[config.mk]
export PLATFORM = sky130hd
export DESIGN_NAME = delay_sched
export DESIGN_NICKNAME = d
export VERILOG_FILES = /design/src/rtl/delay_sched_pkg.sv /design/src/rtl/delay_sched_rr.sv /design/src/rtl/delay_sched.sv
export SDC_FILE = /design/constraint.sdc
export NUM_CORES = 1
export LEC_CHECK = 0
export BUFFER_PORTS_ARGS = -buffer_cell sky130_fd_sc_hd__buf_2
export CORE_ASPECT_RATIO = 1.75
export CORE_MARGIN = 2
export CORE_UTILIZATION = 35
export DETAILED_ROUTE_END_ITERATION = 8
export HOLD_SLACK_MARGIN = 0.05
export MAX_ROUTING_LAYER = met4
export SETUP_SLACK_MARGIN = 0.3
export SLEW_MARGIN = 20
export SYNTH_ARGS = -nofsm -noshare
export SYNTH_HDL_FRONTEND = slang
export SYNTH_SLANG_ARGS = --single-unit
export TNS_END_PERCENT = 100
[constraint.sdc]
create_clock -name clk -period 9 [get_ports clk]
set_clock_uncertainty 0.15 [all_clocks]
set_input_delay 0.9 -clock clk [delete_from_list [all_inputs] [get_ports clk]]
set_output_delay 0.9 -clock clk [all_outputs]
set_load 0.05 [all_outputs]
[src/rtl/delay_sched_pkg.sv]
// delay_sched_pkg: shared state type and round-robin pick helper for delay_sched
package delay_sched_pkg;
  typedef enum logic [1:0] {S_IDLE, S_RUN, S_DONE} dsched_state_t;
  localparam int RR_MAX = 32;
  localparam int RR_IW = 5;
  typedef struct packed {
    logic              valid;
    logic [RR_IW-1:0]  idx;
  } rr_pick_t;
  function automatic rr_pick_t rr_pick(input logic [RR_MAX-1:0] req, input int unsigned nreq, input int unsigned ptr);
    rr_pick_t r;
    int unsigned j;
    r = '0;
    for (int unsigned k = 0; k < RR_MAX; k++) begin
      j = (ptr + k >= nreq) ? ptr + k - nreq : ptr + k;
      if (k < nreq && !r.valid && req[RR_IW'(j)]) r = '{valid: 1'b1, idx: RR_IW'(j)};
    end
    return r;
  endfunction
endpackage

[src/rtl/delay_sched_rr.sv]
// delay_sched_rr: combinational round-robin picker starting the scan at ptr
module delay_sched_rr
  import delay_sched_pkg::*;
#(
  parameter int NREQ = 4
) (
  input  logic [NREQ-1:0]         req,
  input  logic [$clog2(NREQ)-1:0] ptr,
  output logic                    valid,
  output logic [$clog2(NREQ)-1:0] idx
);
  localparam int IW = $clog2(NREQ);
  rr_pick_t r;
  always_comb r = rr_pick(RR_MAX'(req), NREQ, 32'(ptr));
  assign valid = r.valid;
  assign idx = IW'(r.idx);
endmodule

[src/rtl/delay_sched.sv]
// delay_sched: round-robin scheduler sharing one N-cycle delay timer among NREQ requesters
module delay_sched
  import delay_sched_pkg::*;
#(
  parameter int NREQ  = 4,
  parameter int N     = 7500,
  parameter int CBITS = 13
) (
  input  logic            clk,
  input  logic            rst,
  input  logic [NREQ-1:0] req,
  output logic [NREQ-1:0] gnt,
  output logic [NREQ-1:0] done,
  output logic            busy,
  output logic            sig,
  output logic            err
);
  localparam int IW = $clog2(NREQ);
  localparam logic [CBITS-1:0] CN = CBITS'(N);
  localparam int LIVE = NREQ * (N + 1) + 4;
  localparam int LW = $clog2(LIVE + 2);
  if (2 ** CBITS <= N || N < 1 || NREQ < 2 || NREQ > RR_MAX) begin : g_bad_params
    $error("delay_sched: need N>=1, 2**CBITS>N and 2<=NREQ<=%0d", RR_MAX);
  end
  dsched_state_t state, state_n;
  logic [CBITS-1:0] cnt, cnt_n;
  logic [IW-1:0] owner, owner_n, ptr, ptr_n, nxt, pick_ptr, win;
  logic [NREQ-1:0] gnt_n, done_n, win_oh, own_oh;
  logic win_v;
  assign nxt = (owner == IW'(NREQ - 1)) ? '0 : owner + 1'b1;
  // in DONE the scan already starts past the finishing owner
  assign pick_ptr = (state == S_DONE) ? nxt : ptr;
  assign win_oh = NREQ'(1) << win;
  assign own_oh = NREQ'(1) << owner;
  delay_sched_rr #(.NREQ(NREQ)) u_rr (
    .req  (req),
    .ptr  (pick_ptr),
    .valid(win_v),
    .idx  (win)
  );
  always_comb begin
    state_n = state;
    cnt_n = cnt;
    owner_n = owner;
    ptr_n = ptr;
    gnt_n = gnt;
    done_n = '0;
    case (state)
      S_IDLE: begin
        state_n = win_v ? S_RUN : S_IDLE;
        gnt_n = win_v ? win_oh : '0;
        owner_n = win_v ? win : owner;
        cnt_n = '0;
      end
      S_RUN: begin
        if (!req[owner]) begin
          state_n = S_IDLE;
          gnt_n = '0;
          cnt_n = '0;
          ptr_n = nxt;
        end else if (cnt == CN - 1'b1) begin
          state_n = S_DONE;
          cnt_n = CN;
          done_n = own_oh;
        end else begin
          cnt_n = cnt + 1'b1;
        end
      end
      S_DONE: begin
        ptr_n = nxt;
        cnt_n = '0;
        state_n = win_v ? S_RUN : S_IDLE;
        gnt_n = win_v ? win_oh : '0;
        owner_n = win_v ? win : owner;
      end
      default: state_n = S_IDLE;
    endcase
  end
  always_ff @(posedge clk or negedge rst)
    if (!rst) begin
      state <= S_IDLE;
      cnt <= '0;
      owner <= '0;
      ptr <= '0;
      gnt <= '0;
      done <= '0;
    end else begin
      state <= state_n;
      cnt <= cnt_n;
      owner <= owner_n;
      ptr <= ptr_n;
      gnt <= gnt_n;
      done <= done_n;
    end
  assign busy = state != S_IDLE;
  assign sig = cnt >= CN;
  assign err = cnt > CN;
  a_gnt_onehot: assert property (@(posedge clk) disable iff (!rst) $onehot0(gnt));
  a_done_onehot: assert property (@(posedge clk) disable iff (!rst) $onehot0(done));
  a_done_gnt: assert property (@(posedge clk) disable iff (!rst) (done & ~gnt) == '0);
  a_no_err: assert property (@(posedge clk) disable iff (!rst) !err);
  a_sig_done: assert property (@(posedge clk) disable iff (!rst) sig == (state == S_DONE));
  // liveness as a bounded wait: a held request must see its done within one full rotation
  for (genvar i = 0; i < NREQ; i++) begin : g_live
    logic [LW-1:0] wait_c;
    always_ff @(posedge clk or negedge rst)
      if (!rst) wait_c <= '0;
      else wait_c <= (!req[i] || done[i]) ? '0 : (wait_c > LW'(LIVE)) ? wait_c : wait_c + 1'b1;
    a_live: assert property (@(posedge clk) disable iff (!rst) wait_c <= LW'(LIVE));
  end
endmodule
==> flow_summary.json <==
{
  "outcome": "finished clean",
  "drtPass1Iterations": 4,
  "synth_nets": 208,
  "detail-route-antenna-nets": 0,
  "grt_pass1_vias": 1508,
  "setup_viol": 0,
  "synth_top_family_by_area": "simple AND/OR/NAND/NOR gates",
  "ys_seq_area_share_pct": 38.8,
  "clockBufferDepth": 2,
  "final_cell_mix": "27 x dfrtp_1, 24 x o21ai_0, 22 x nand2_1",
  "reg2reg_from": "owner[0]",
  "numCtsBuffers": 3,
  "ys_types": 42,
  "cp.required_ps": 9020,
  "ir_drop_mv": 0.143,
  "via_per_inst": 5.42,
  "post-route-min-period_ps": 3300,
  "antenna_found_initial": 0,
  "cp_cell_sequence": "inv_1 > ha_1 > mux2i_1 > inv_1 > ha_1 > or3_1 > a32o_1 > or3_4 > o21a_1",
  "grt_overflow": 0,
  "place_inst": 260,
  "ff2ff_path_depth": 9,
  "post-cts-setup-buffers": 0,
  "vias": 1430,
  "diodes": 0,
  "synthesis.area_mm2": 0.00174,
  "fmax_mhz": 303,
  "drt_iter0_drc": 37,
  "clk_latency_ps": 270,
  "p_int_mw": 0.274,
  "grt_pass1_wl_um": 6600,
  "yosysWarnings": 0,
  "die_y_um": 97.3,
  "core_mm2": 0.00489,
  "critPathMaxStageDelay_ps": 550,
  "slew_violations": 0,
  "power_switching_mw": 0.207,
  "crit_path_end_kind": "flop",
  "regArea_um2": 676,
  "cts_sinks": 27,
  "finalHoldViolCount": 0,
  "critPathSlowestCell": "mux2i_1",
  "avgSynthCellArea_um2": 9.01,
  "critical_path_class": "flop to flop",
  "worst-path-stages": 9,
  "r2r_end": "owner[1]",
  "start_util_pct": 35.5,
  "min_path_type": "flop to flop",
  "synthMuxAreaShare_pct": 8.85,
  "holdCritStartpoint": "gnt[0]",
  "r2r_setup_slack_ps": 5700,
  "swShare_pct": 43.0,
  "finalNetCount": 226,
  "fin_cells": 264,
  "p_seq_share_pct": 33.7,
  "synth_compound_area_share_pct": 19.4,
  "synth_cells": 193,
  "fp.dieW_um": 57.3,
  "port-buffer-count": 16,
  "worstHoldEndpoint": "gnt[0]",
  "rsz0062_at_grt": "no",
  "startpoint_type": "flop",
  "cts_tree": "built",
  "cts_resized": 0,
  "synthAdderAreaFrac_pct": 6.47,
  "mostFrequentLayoutCell": "dfrtp_1",
  "cts_hold_buf": 0,
  "rows": 34,
  "drive_above_1_share_pct": 15.7,
  "grt_use_total_pct": 15.4,
  "p_per_area_mw_per_mm2": 251,
  "final_core_util_pct": 39.3,
  "grt_max_degree": 28,
  "synth-simple-area-share_pct": 23.0,
  "multi_input_area_mm2": 0.00101,
  "hold_depth": 2,
  "path_buf_inv": 2,
  "totalPowerFinal_mw": 0.481,
  "comb_power_share_pct": 52.4,
  "synth.ff_latch_count": 27,
  "wire_per_inst_um": 14.6,
  "synth-xor-area-share_pct": 0.504,
  "worst_slew_pin_slew_ps": 705,
  "gp_congestion": 0.867,
  "clkPwrFrac_pct": 14.0,
  "p_leak_nw": 0.923,
  "io_pins": 17,
  "slew-limit-headroom_pct": 51.7,
  "maxCapViolCount": 0,
  "tns_ps": 0,
  "crit_family": "simple AND/OR/NAND/NOR gates",
  "cp_max_fo": 8,
  "fill_cells": 511,
  "fin_crit_sh_pct": 36.7,
  "cts-root-buf": "clkbuf_8",
  "wl_um": 3850,
  "clk_pin_slew_ps": 90,
  "syn_to_final_growth_pct": 10.4,
  "route.detailed.drc": 0,
  "cts_max_level": 1,
  "fp.dieArea_mm2": 0.00557,
  "place.detailed.hpwl_um": 3050,
  "cp.arrival_ps": 3320
}
==> layout make-up <==
cell class	count	share of cell area (%)
Timing Repair Buffer	16	4.17
Tap cell	54	3.52
Sequential cell	27	35.2
Multi-Input combinational cell	153	52.7
Clock buffer	4	2.35
Inverter	10	2.08
==> worst min-delay path: stages (launching register included) <==
cell     delay, ps
dfrtp_1        350
nand2_1         50
o21ai_1         60
==> per-stage QoR <==
step                area [um^2]  hold slack [ps]  setup slack [ps]
floorplan                  1740              330              5900
global placement           1880              323              5770
detailed placement         1880              324              5660
CTS                        1920              346              5660
global route               1920              375              5420
finish                     1920              340              5700
==> cells in the mapped netlist <==
| cell | number | area share, % |
|---|---|---|
| mux2i_1 | 6 | 3.5 |
| dfrtp_1 | 27 | 39 |
| and2_2 | 1 | 0.43 |
| clkbuf_1 | 3 | 0.65 |
| nor2b_1 | 1 | 0.36 |
| or2_1 | 1 | 0.36 |
| and3_1 | 5 | 1.8 |
| nand4_1 | 2 | 0.72 |
| xor2_1 | 1 | 0.50 |
| mux4_2 | 2 | 2.6 |
| a311o_1 | 1 | 0.58 |
| nand2b_4 | 1 | 0.79 |
| and3b_2 | 1 | 0.58 |
| inv_4 | 1 | 0.36 |
| o21ba_2 | 1 | 0.58 |
| and3b_1 | 1 | 0.50 |
| nor3_2 | 1 | 0.58 |
| o21a_1 | 5 | 2.2 |
| or3_4 | 1 | 0.65 |
| mux2_2 | 3 | 1.9 |
| ha_1 | 9 | 6.5 |
| and4_1 | 1 | 0.50 |
| or3_1 | 2 | 0.72 |
| mux2_4 | 1 | 0.86 |
| a22o_1 | 1 | 0.50 |
| a32o_1 | 1 | 0.58 |
| o21ai_0 | 24 | 6.9 |
| nor3_1 | 1 | 0.29 |
| o21ai_1 | 4 | 1.2 |
| a21oi_1 | 11 | 3.2 |
| nor2_1 | 15 | 3.2 |
| nand3b_1 | 1 | 0.43 |
| and2_1 | 8 | 2.9 |
| a311oi_2 | 1 | 0.86 |
| nand2_1 | 22 | 4.7 |
| nor4bb_1 | 1 | 0.58 |
| a21o_1 | 3 | 1.3 |
| a31oi_1 | 3 | 1.1 |
| nand2b_1 | 4 | 1.4 |
| o41ai_1 | 1 | 0.50 |
| inv_1 | 9 | 1.9 |
| nand3_1 | 5 | 1.4 |
==> registers in the layout (all words and copies together), names as in the netlist <==
register,cells
cnt,13
done,4
ptr,2
gnt,4
owner,2
state,2
==> routing by layer <==
metal  up-vias  global-route usage [%]  wire length (um)
li1        718                       -                 -
met1       686                    15.3              1480
met2        18                    28.8              2210
met3         8                    1.60                49
met4         0                    7.33               114
met5         -                       -                 0
==> how the worst max path moves through the flow <==
stage	start	to	slack (ps)
final	owner[0]	owner[1]	5700
after global routing	owner[0]	gnt[2]	5420
after CTS	owner[0]	owner[1]	5660
after detailed placement	owner[0]	owner[1]	5660
after global placement	owner[0]	owner[1]	5770
after floorplan	owner[0]	owner[1]	5900
==> power by group through the flow <==
stage                     Combinational (mW)  Clock (mW)  Sequential [mW]
final                                  0.252      0.0672            0.162
after detailed placement               0.256           0            0.165
after global routing                   0.284      0.0762            0.166
after floorplan                        0.191           0            0.174
after global placement                 0.252           0            0.165
after CTS                              0.256      0.0710            0.163
==> cell families (layout without fill, tap and decap cells) <==
kind of cell | after synthesis | count (layout)
flip-flops | 27 | 27
AND/OR/NAND/NOR | 75 | 75
buffers and inverters | 13 | 30
multiplexers | 12 | 12
AO/OA/AOI/OAI | 56 | 56
adder cells (fa/ha/maj) | 9 | 9
XOR/XNOR | 1 | 1
Note: power is estimated with default switching activity, not from simulation.
